File: config.mk
export PLATFORM = sky130hd
export DESIGN_NAME = dff_c2sif_arb
export DESIGN_NICKNAME = d
export VERILOG_FILES = /design/src/rtl/dff_c2sif_arb.sv
export SDC_FILE = /design/constraint.sdc
export NUM_CORES = 1
export LEC_CHECK = 0
export ABC_AREA = 1
export BUFFER_PORTS_ARGS = -buffer_cell sky130_fd_sc_hd__buf_4
export CAP_MARGIN = 20
export CORE_ASPECT_RATIO = 1.25
export CORE_MARGIN = 2
export CORE_UTILIZATION = 50
export CTS_CLUSTER_DIAMETER = 50
export DETAILED_ROUTE_END_ITERATION = 16
export MAX_ROUTING_LAYER = met4
export PLACE_DENSITY = 0.87
export RECOVER_POWER = 25
export SYNTH_ARGS = -nofsm -noshare
export SYNTH_HDL_FRONTEND = slang
export SYNTH_SLANG_ARGS = --single-unit
File: constraint.sdc
create_clock -name clk -period 1.4 [get_ports clk]
set_clock_uncertainty 0.15 [all_clocks]
set_input_delay 0.07 -clock clk [delete_from_list [all_inputs] [get_ports clk]]
set_output_delay 0.07 -clock clk [all_outputs]
set_load 0.02 [all_outputs]
File: src/rtl/dff_c2sif_arb.sv
// dff_c2sif_arb: round-robin arbiter that lets NREQ requesters share one
// external single-bit dff in committed bursts, and returns the dff response
// tagged with its owner.
//
// Ports:
//   clk        rising-edge clock
//   rst        asynchronous active-low reset
//   req        per-requester access request
//   len        per-requester burst length, LEN_W bits each (0 acts as 1)
//   din_in     per-requester data bit for the shared dff
//   gnt        registered one-hot grant
//   busy       high while a burst or the post-burst gap is in progress
//   din        data to the shared dff (0 when nothing is granted)
//   dout       shared dff output, one cycle behind din
//   dout_out   registered copy of dout
//   dout_vld   one-hot owner tag of dout_out
//   done       one-cycle pulse with the last dout_vld of a burst
module dff_c2sif_arb #(
    parameter int NREQ  = 2,
    parameter int LEN_W = 4,
    parameter int GAP   = 1
) (
    input  logic                  clk,
    input  logic                  rst,
    input  logic [NREQ-1:0]       req,
    input  logic [NREQ*LEN_W-1:0] len,
    input  logic [NREQ-1:0]       din_in,
    output logic [NREQ-1:0]       gnt,
    output logic                  busy,
    output logic                  din,
    input  logic                  dout,
    output logic                  dout_out,
    output logic [NREQ-1:0]       dout_vld,
    output logic [NREQ-1:0]       done
);

    localparam int IW = (NREQ > 2) ? 2 : 1;
    localparam logic [IW-1:0] LAST_RST = IW'(NREQ - 1);
    localparam logic [2:0] GAP_LD = 3'(GAP);

    typedef enum logic [1:0] {
        S_IDLE,
        S_BURST,
        S_GAP
    } state_t;

    state_t state_q, state_d;

    logic [NREQ-1:0]  gnt_q, gnt_d;
    logic [IW-1:0]    owner_q, owner_d;
    logic [IW-1:0]    last_q, last_d;
    logic [LEN_W-1:0] cnt_q, cnt_d;
    logic [2:0]       gap_q, gap_d;

    // Return pipeline: tag/last follow the driven bit through the dff
    // stage, vld/done/dout_out then line up with the registered response.
    logic [NREQ-1:0]  tag_q, tag_d;
    logic             tlast_q, tlast_d;
    logic             dout_out_q, dout_out_d;
    logic [NREQ-1:0]  vld_q, vld_d;
    logic [NREQ-1:0]  done_q, done_d;

    logic             found;
    logic [IW-1:0]    win;
    logic [IW-1:0]    cand;
    logic [LEN_W-1:0] win_len;

    // Round-robin search starting just after the previous winner.
    always_comb begin
        found = 1'b0;
        win   = last_q;
        cand  = last_q;
        for (int k = 1; k <= NREQ; k++) begin
            cand = IW'((int'(last_q) + k) % NREQ);
            if (!found && req[cand]) begin
                found = 1'b1;
                win   = cand;
            end
        end
    end

    always_comb begin
        win_len = '0;
        for (int i = 0; i < NREQ; i++) begin
            if (win == IW'(i)) begin
                win_len = len[i*LEN_W +: LEN_W];
            end
        end
    end

    always_comb begin
        state_d    = state_q;
        gnt_d      = gnt_q;
        owner_d    = owner_q;
        last_d     = last_q;
        cnt_d      = cnt_q;
        gap_d      = gap_q;
        tag_d      = gnt_q;
        tlast_d    = 1'b0;
        dout_out_d = dout;
        vld_d      = tag_q;
        done_d     = tag_q & {NREQ{tlast_q}};

        unique case (state_q)
            S_IDLE: begin
                if (found) begin
                    state_d = S_BURST;
                    gnt_d   = NREQ'(1) << win;
                    owner_d = win;
                    last_d  = win;
                    cnt_d   = (win_len == '0) ? LEN_W'(1) : win_len;
                end
            end
            S_BURST: begin
                cnt_d   = cnt_q - LEN_W'(1);
                tlast_d = (cnt_q == LEN_W'(1));
                if (cnt_q == LEN_W'(1)) begin
                    state_d = S_GAP;
                    gnt_d   = '0;
                    gap_d   = GAP_LD;
                end
            end
            S_GAP: begin
                gap_d = gap_q - 3'd1;
                if (gap_q == 3'd1) begin
                    state_d = S_IDLE;
                end
            end
            default: begin
                state_d = S_IDLE;
                gnt_d   = '0;
            end
        endcase
    end

    always_ff @(posedge clk or negedge rst) begin
        if (!rst) begin
            state_q    <= S_IDLE;
            gnt_q      <= '0;
            owner_q    <= '0;
            last_q     <= LAST_RST;
            cnt_q      <= '0;
            gap_q      <= '0;
            tag_q      <= '0;
            tlast_q    <= 1'b0;
            dout_out_q <= 1'b0;
            vld_q      <= '0;
            done_q     <= '0;
        end else begin
            state_q    <= state_d;
            gnt_q      <= gnt_d;
            owner_q    <= owner_d;
            last_q     <= last_d;
            cnt_q      <= cnt_d;
            gap_q      <= gap_d;
            tag_q      <= tag_d;
            tlast_q    <= tlast_d;
            dout_out_q <= dout_out_d;
            vld_q      <= vld_d;
            done_q     <= done_d;
        end
    end

    assign gnt      = gnt_q;
    assign busy     = (state_q != S_IDLE);
    assign din      = (|gnt_q) ? din_in[owner_q] : 1'b0;
    assign dout_out = dout_out_q;
    assign dout_vld = vld_q;
    assign done     = done_q;

endmodule
**Yosys cells after proc, flatten, opt, wreduce, memory -nomap -nowiden**

Cells that the tools add are included.

- Input port bits: 15
- Register bits: 21

- Bitwise logic cells: 2
- Reduce and logical (&&, ||, !) cells: 13
- $lt $le $gt $ge: 3
- Equal/unequal tests: 7
- Add/sub/neg operators: 4
- Shift operators: 1
- Muxes and demuxes: 25

Operators with widths:

| operator | number |
|---|---|
| $mux 1 | 12 |
| $mux 4 | 3 |
| $pmux 2 s3 | 2 |
| $mux 2 | 5 |
| $pmux 4 s2 | 1 |
| $lt 1x2->1 const B | 3 |
| $ne 2x2->1 const B | 3 |
| $pmux 3 s2 | 1 |
| $reduce_and 2->1 | 3 |
| $reduce_and 3->1 | 2 |
| $reduce_bool 2->1 | 3 |
| $eq 4x1->1 const B | 1 |
| $logic_not 4->1 | 1 |
| $sub 4x1->4 const B | 1 |
| $eq 3x1->1 const B | 1 |
| $mux 3 | 1 |
| $sub 3x1->3 const B | 1 |
| $add 1x1->1 const B | 2 |
| $and 2x2->2 | 1 |
| $eq 2x1->1 const B | 1 |
| $eq 2x2->1 const B | 1 |
| $logic_not 2->1 | 1 |
| $reduce_or 2->1 | 1 |
| $shl 1x1->2 const A | 1 |
| 3 further kinds | 3 |

**Depth between registers and ports, before layout**

- Depth after elaboration: 12
- Mapped depth: 8
- Depth with buffers taken out: 8

**Worst setup path before layout**

OpenSTA, ideal clock, no wires.

- Kind: register to register
- From: register cnt_q[1]
- To: register gnt_q[0], in the netlist gnt[0]
- Arrival: 996 ps
- Stages on the path, launching flop included: 8
- Library setup time: 129 ps
- Clock period less this slack: 1275 ps
- Path buffers: 0
- Slack: 125 ps
- Required time: 1121 ps
- Cell sequence: dfrtp_1 -> inv_1 -> ha_1 -> nand2_1 -> nand2_1 -> o21ai_1 -> o21ai_0 -> o21ai_0

- Cells in the longest elaborated chain, start to end: 3

RTL lines:

| element | RTL line | RTL |
|---|---|---|
| start: declaration | 52 | `logic [LEN_W-1:0] cnt_q, cnt_d;` |
| start signal: assignment | 154 | `cnt_q <= cnt_d;` |
| $eq 4x1->1 | 117 | `if (cnt_q == LEN_W'(1)) begin` |
| $ne 2x2->1 (no line) | - |  |
| $reduce_and 3->1 (no line) | - |  |
| end signal: assignment | 151 | `gnt_q <= gnt_d;` |
| end: declaration | 49 | `logic [NREQ-1:0] gnt_q, gnt_d;` |

No other way between the ends.
A chain may end at the register's enable or synchronous reset.

**Worst setup path in the final report**

- From: register last_q
- To: register cnt_q[2]

- Cells in the longest elaborated chain, start to end: 12

RTL lines:

| element | RTL line | RTL |
|---|---|---|
| start: declaration | 51 | `logic [IW-1:0] last_q, last_d;` |
| start signal: assignment | 153 | `last_q <= last_d;` |
| $add 1x1->1 | 74 | `cand = IW'((int'(last_q) + k) % NREQ);` |
| $mux 1 (not written as such) (2 in a row) | 75 | `if (!found && req[cand]) begin` |
| $mux 1 | 75 |  |
| $logic_not 1->1 | 75 |  |
| $logic_and 1x1->1 | 75 |  |
| $mux 1 | 75 |  |
| $mux 4 | 85 | `if (win == IW'(i)) begin` |
| $logic_not 4->1 | 111 | `cnt_d = (win_len == '0) ? LEN_W'(1) : win_len;` |
| $mux 4 | 111 |  |
| $mux 4 | 106 | `if (found) begin` |
| $pmux 4 s2 | 104 | `unique case (state_q)` |

Several ways; a longest one is shown, not always the timed one. The select of a mux whose other input is x is not followed.

==> summary by stage <==
Yosys
The simple-gate area share of the yosys netlist is 20.0%. For this run, the number of Yosys warnings is 0. After synthesis, the cell types taking the most area are dfrtp_1 (50%), nand2_1 (10%), inv_1 (9.3%), ha_1 (5.0%), o21ai_0 (4.5%).

The gate count after technology mapping is 119. The share of Yosys cell area claimed by the top area cell type is 49.6%. The biggest area contributor in the post-synthesis netlist is dfrtp_1. After synthesis the cells add up to 1010 sq um. The dominant combinational cell family by area after synthesis is simple AND/OR/NAND/NOR gates.

The synthesized netlist devotes 1.73% of its cell area to XOR and XNOR gates. After synthesis, the mean cell area works out to 8.49 sq um. When the netlist entered floorplanning its net count stood at 138. After synthesis the netlist holds a flip-flop and latch count of 21. The mux share of post-synthesis cell area is 0%.

The sequential cell area fraction in the yosys report is 52.2%. The area share of fa/ha/maj cells after synthesis is 4.96%. The share of the synthesized area in compound gates (AO/OA/AOI/OAI) is 10.8%. The count of distinct cell types in the synthesized netlist is 20.

Timing
The final critical path takes up 99.5% of the cycle. The post-layout minimum cycle time is 1.39 ns. The number of hold violations in the final report came to 0. Setup repair after global routing could not meet its margin everywhere.

The number of setup violations in the final report is 0. Adding up every negative setup slack in the final design gives 0 ns. The max-slew violation count is 0. Based on the critical path, the design can be clocked at up to 718 MHz. The pin slew with the least headroom to its limit is 0.508 ns. The relative slew slack is 66.1%.

Route
The detailed router placed 889 vias in this run. The final layout contains routed wiring with a total length of 2030 microns. After detailed routing, the average wire length per cell comes to 11.6 microns. In this run the remaining antenna-violating nets after routing total 0.

The first TritonRoute pass finished after 4 iterations. The count of unresolved DRC violations after routing is 0. Using the TritonRoute via totals, the vias-per-cell ratio works out to 5.08. After the first detailed-routing iteration, the DRC count stood at 7.

Worst setup path
The highest-delay cell along the critical path is dfstp_2. The setup path with the least slack is of type register to register. The signal on the critical path passes through inv_1, nand2_2, nand3_1, a21oi_1, o22ai_1. For the worst setup path, the data required time is 1.45 ns. Of all nets on the critical path, the largest fanout is 3.

On the worst path, the slowest cell contributes a delay of 0.61 ns. The data arrival time of the critical path is 1.44 ns. The critical path capture point type is a register. The type of element launching the critical path is a register.

Final layout
The number of diodes added for antenna fixing is 0. The count of filler cells inserted in the layout is 167. The post-route netlist has 32.3% of its cells at a drive strength greater than 1. At the end of the flow, the number of nets in the layout was 175. The design area is 1340 sq um. The area growth from synthesis to final layout is 32.6%.

Global routing
The number of antenna violations at the first check in global routing is 0. The total overflow left after global routing is 0. The first global-routing pass estimated 3250 microns of wire.

The via count of the first global-routing pass came to 795. The total global routing track utilization is 20.1%. Entering global routing, the biggest net connects 22 pins.

Pwr
The design draws 2.62 mW. VDD sags by at most 1.09 mV. The analysis attributes to cell leakage a power of 0.740 nW. In this run the power density over the cells is 1960 nW/um^2.

Clock network
The number of clock sinks is 21. For the worst-skew pair, the clock arrives at the later sink with an insertion delay of 0.30 ns. The CTS H-tree depth is 1. After clock tree synthesis, the clock-pin slew on the worst setup and hold paths is 0.11 ns. The buffer cell driving the clock tree root is clkbuf_4. In this run the deepest clock path goes through 2 buffers. The TritonCTS clock tree is built.

The number of buffers created by CTS is 3.

Placement
The post-detailed-placement cell area is 1220 sq um. The count of port buffers added during placement is 23. After legalization and detailed placement, the total HPWL measured 1480 microns.

The routability congestion estimate from global placement is 0.875.

Job
The max-cap check violation count is 0.

Floorplanning
The initial standard-cell utilization of the core is 52.1%. The floorplan die area is 2400 sq um. In this run the count of I/O pins placed on the die edge is 24. The site row count is 18.

In this run the horizontal extent of the chip is 44.2 microns. The height of the die is 54.2 microns. The region available for standard cell placement spans 1940 sq um.

Status
The flow ran to the end, and the final reports show no timing, DRC or antenna violations.

Hold path
The min-delay analysis places its worst path in the category input port to register.
flip-flops by register name, indices dropped and copies added (netlist names), 2 cells and up:
name / flops
state_q: 2
cnt_q: 4
done: 2
tag_q: 2
gap_q: 3
dout_vld: 2
gnt: 2
cell families (layout without fill, tap and decap cells):
kind of cell / Yosys count / count (layout)
and+or+nand+nor: 45 / 45
buffers and inverters: 28 / 64
DFF: 21 / 21
AOI/OAI and AO/OA: 19 / 19
adders and majority gates: 4 / 4
xor gates and xnor gates: 2 / 2
cells in the mapped netlist, drive strengths merged:
master / count
nand3b: 1
inv: 28
xnor2: 2
dfstp: 1
o21ai: 11
a31oi: 1
dfrtp: 20
o22ai: 4
a21oi: 2
nand2: 31
o221ai: 1
nor2: 8
ha: 4
nand3: 5
worst max-delay path: cells and delay by family, from the launching register on:
kind            cells  cell delay (ns)
flops               1             0.61
simple gates        2             0.17
compound gates      2             0.28
buf+inv             1             0.08
metrics by stage:
stage	hold slack, ns	utilization (%)	worst slack, ns	cells
final	0.00133	69.1	0.00754	175
after floorplan	-0.376	-	0.125	119
after CTS	0.00288	66.7	0.00485	172
after detailed placement	-0.188	63.1	0.0308	164
after global placement	-0.185	63.1	0.0302	164
after global routing	0.0202	69.1	-0.0962	175
cell type report:
cell class | count | area, sq um | area share, %
inverters | 28 | 105 | 7.85
multi-input cells | 70 | 408 | 30.5
repair buffers | 32 | 248 | 18.5
flip-flops and latches | 21 | 527 | 39.3
clock buffers | 4 | 26.3 | 1.96
well taps | 20 | 25.0 | 1.87
power by group:
part           total, mW  switching [mW]  internal [mW]
logic               1.31           0.740          0.567
registers           1.02           0.182          0.842
clock network      0.291           0.180          0.111
routing by layer:
metal | global-route usage [%] | vias to the layer above | wire [microns]
met3 | 2.97 | 5 | 90
met1 | 20.6 | 418 | 778
met5 | - | - | 0
li1 | - | 441 | -
met4 | 13.6 | 0 | 65
met2 | 35.3 | 25 | 1100
final timing paths:
path,cells after the start,slack (ns),to,from
setup / recovery,5,0.008,cnt_q[2],last_q
hold / removal,5,0.001,cnt_q[1],len[1]
setup reg to reg,5,0.008,cnt_q[2],last_q
hold reg to reg,0,0.24,dout_vld[0],tag_q[0]
max in group asynchronous,2,0.64,last_q,rst
min in group asynchronous,2,0.10,state_q[1],rst
repair_timing:
action / in CTS / in global routing
setup buffers: 0 / 3
endpoints found under the setup margin: 3 / 9
gates resized for setup: 2 / 13
endpoints found under the hold margin: 24 / 0
pin swaps: 0 / 3
hold buffers: 4 / 0
placed cells by master (no fill, tap or decap), types with 2 or more instances in the layout:
cell type,netlist,routed
nor2_1,7,6
nor2_4,1,2
buf_4,0,27
inv_1,25,21
nand2_4,1,2
dfrtp_1,20,20
inv_2,3,7
nand2_2,3,5
clkbuf_4,0,3
o21ai_0,9,6
dlygate4sd3_1,0,4
xnor2_1,2,2
a21oi_1,2,2
nand3_1,5,5
o21ai_1,1,4
ha_1,4,3
nand2_1,27,24
o22ai_1,4,4
Power figures use the tool's default switching activity.
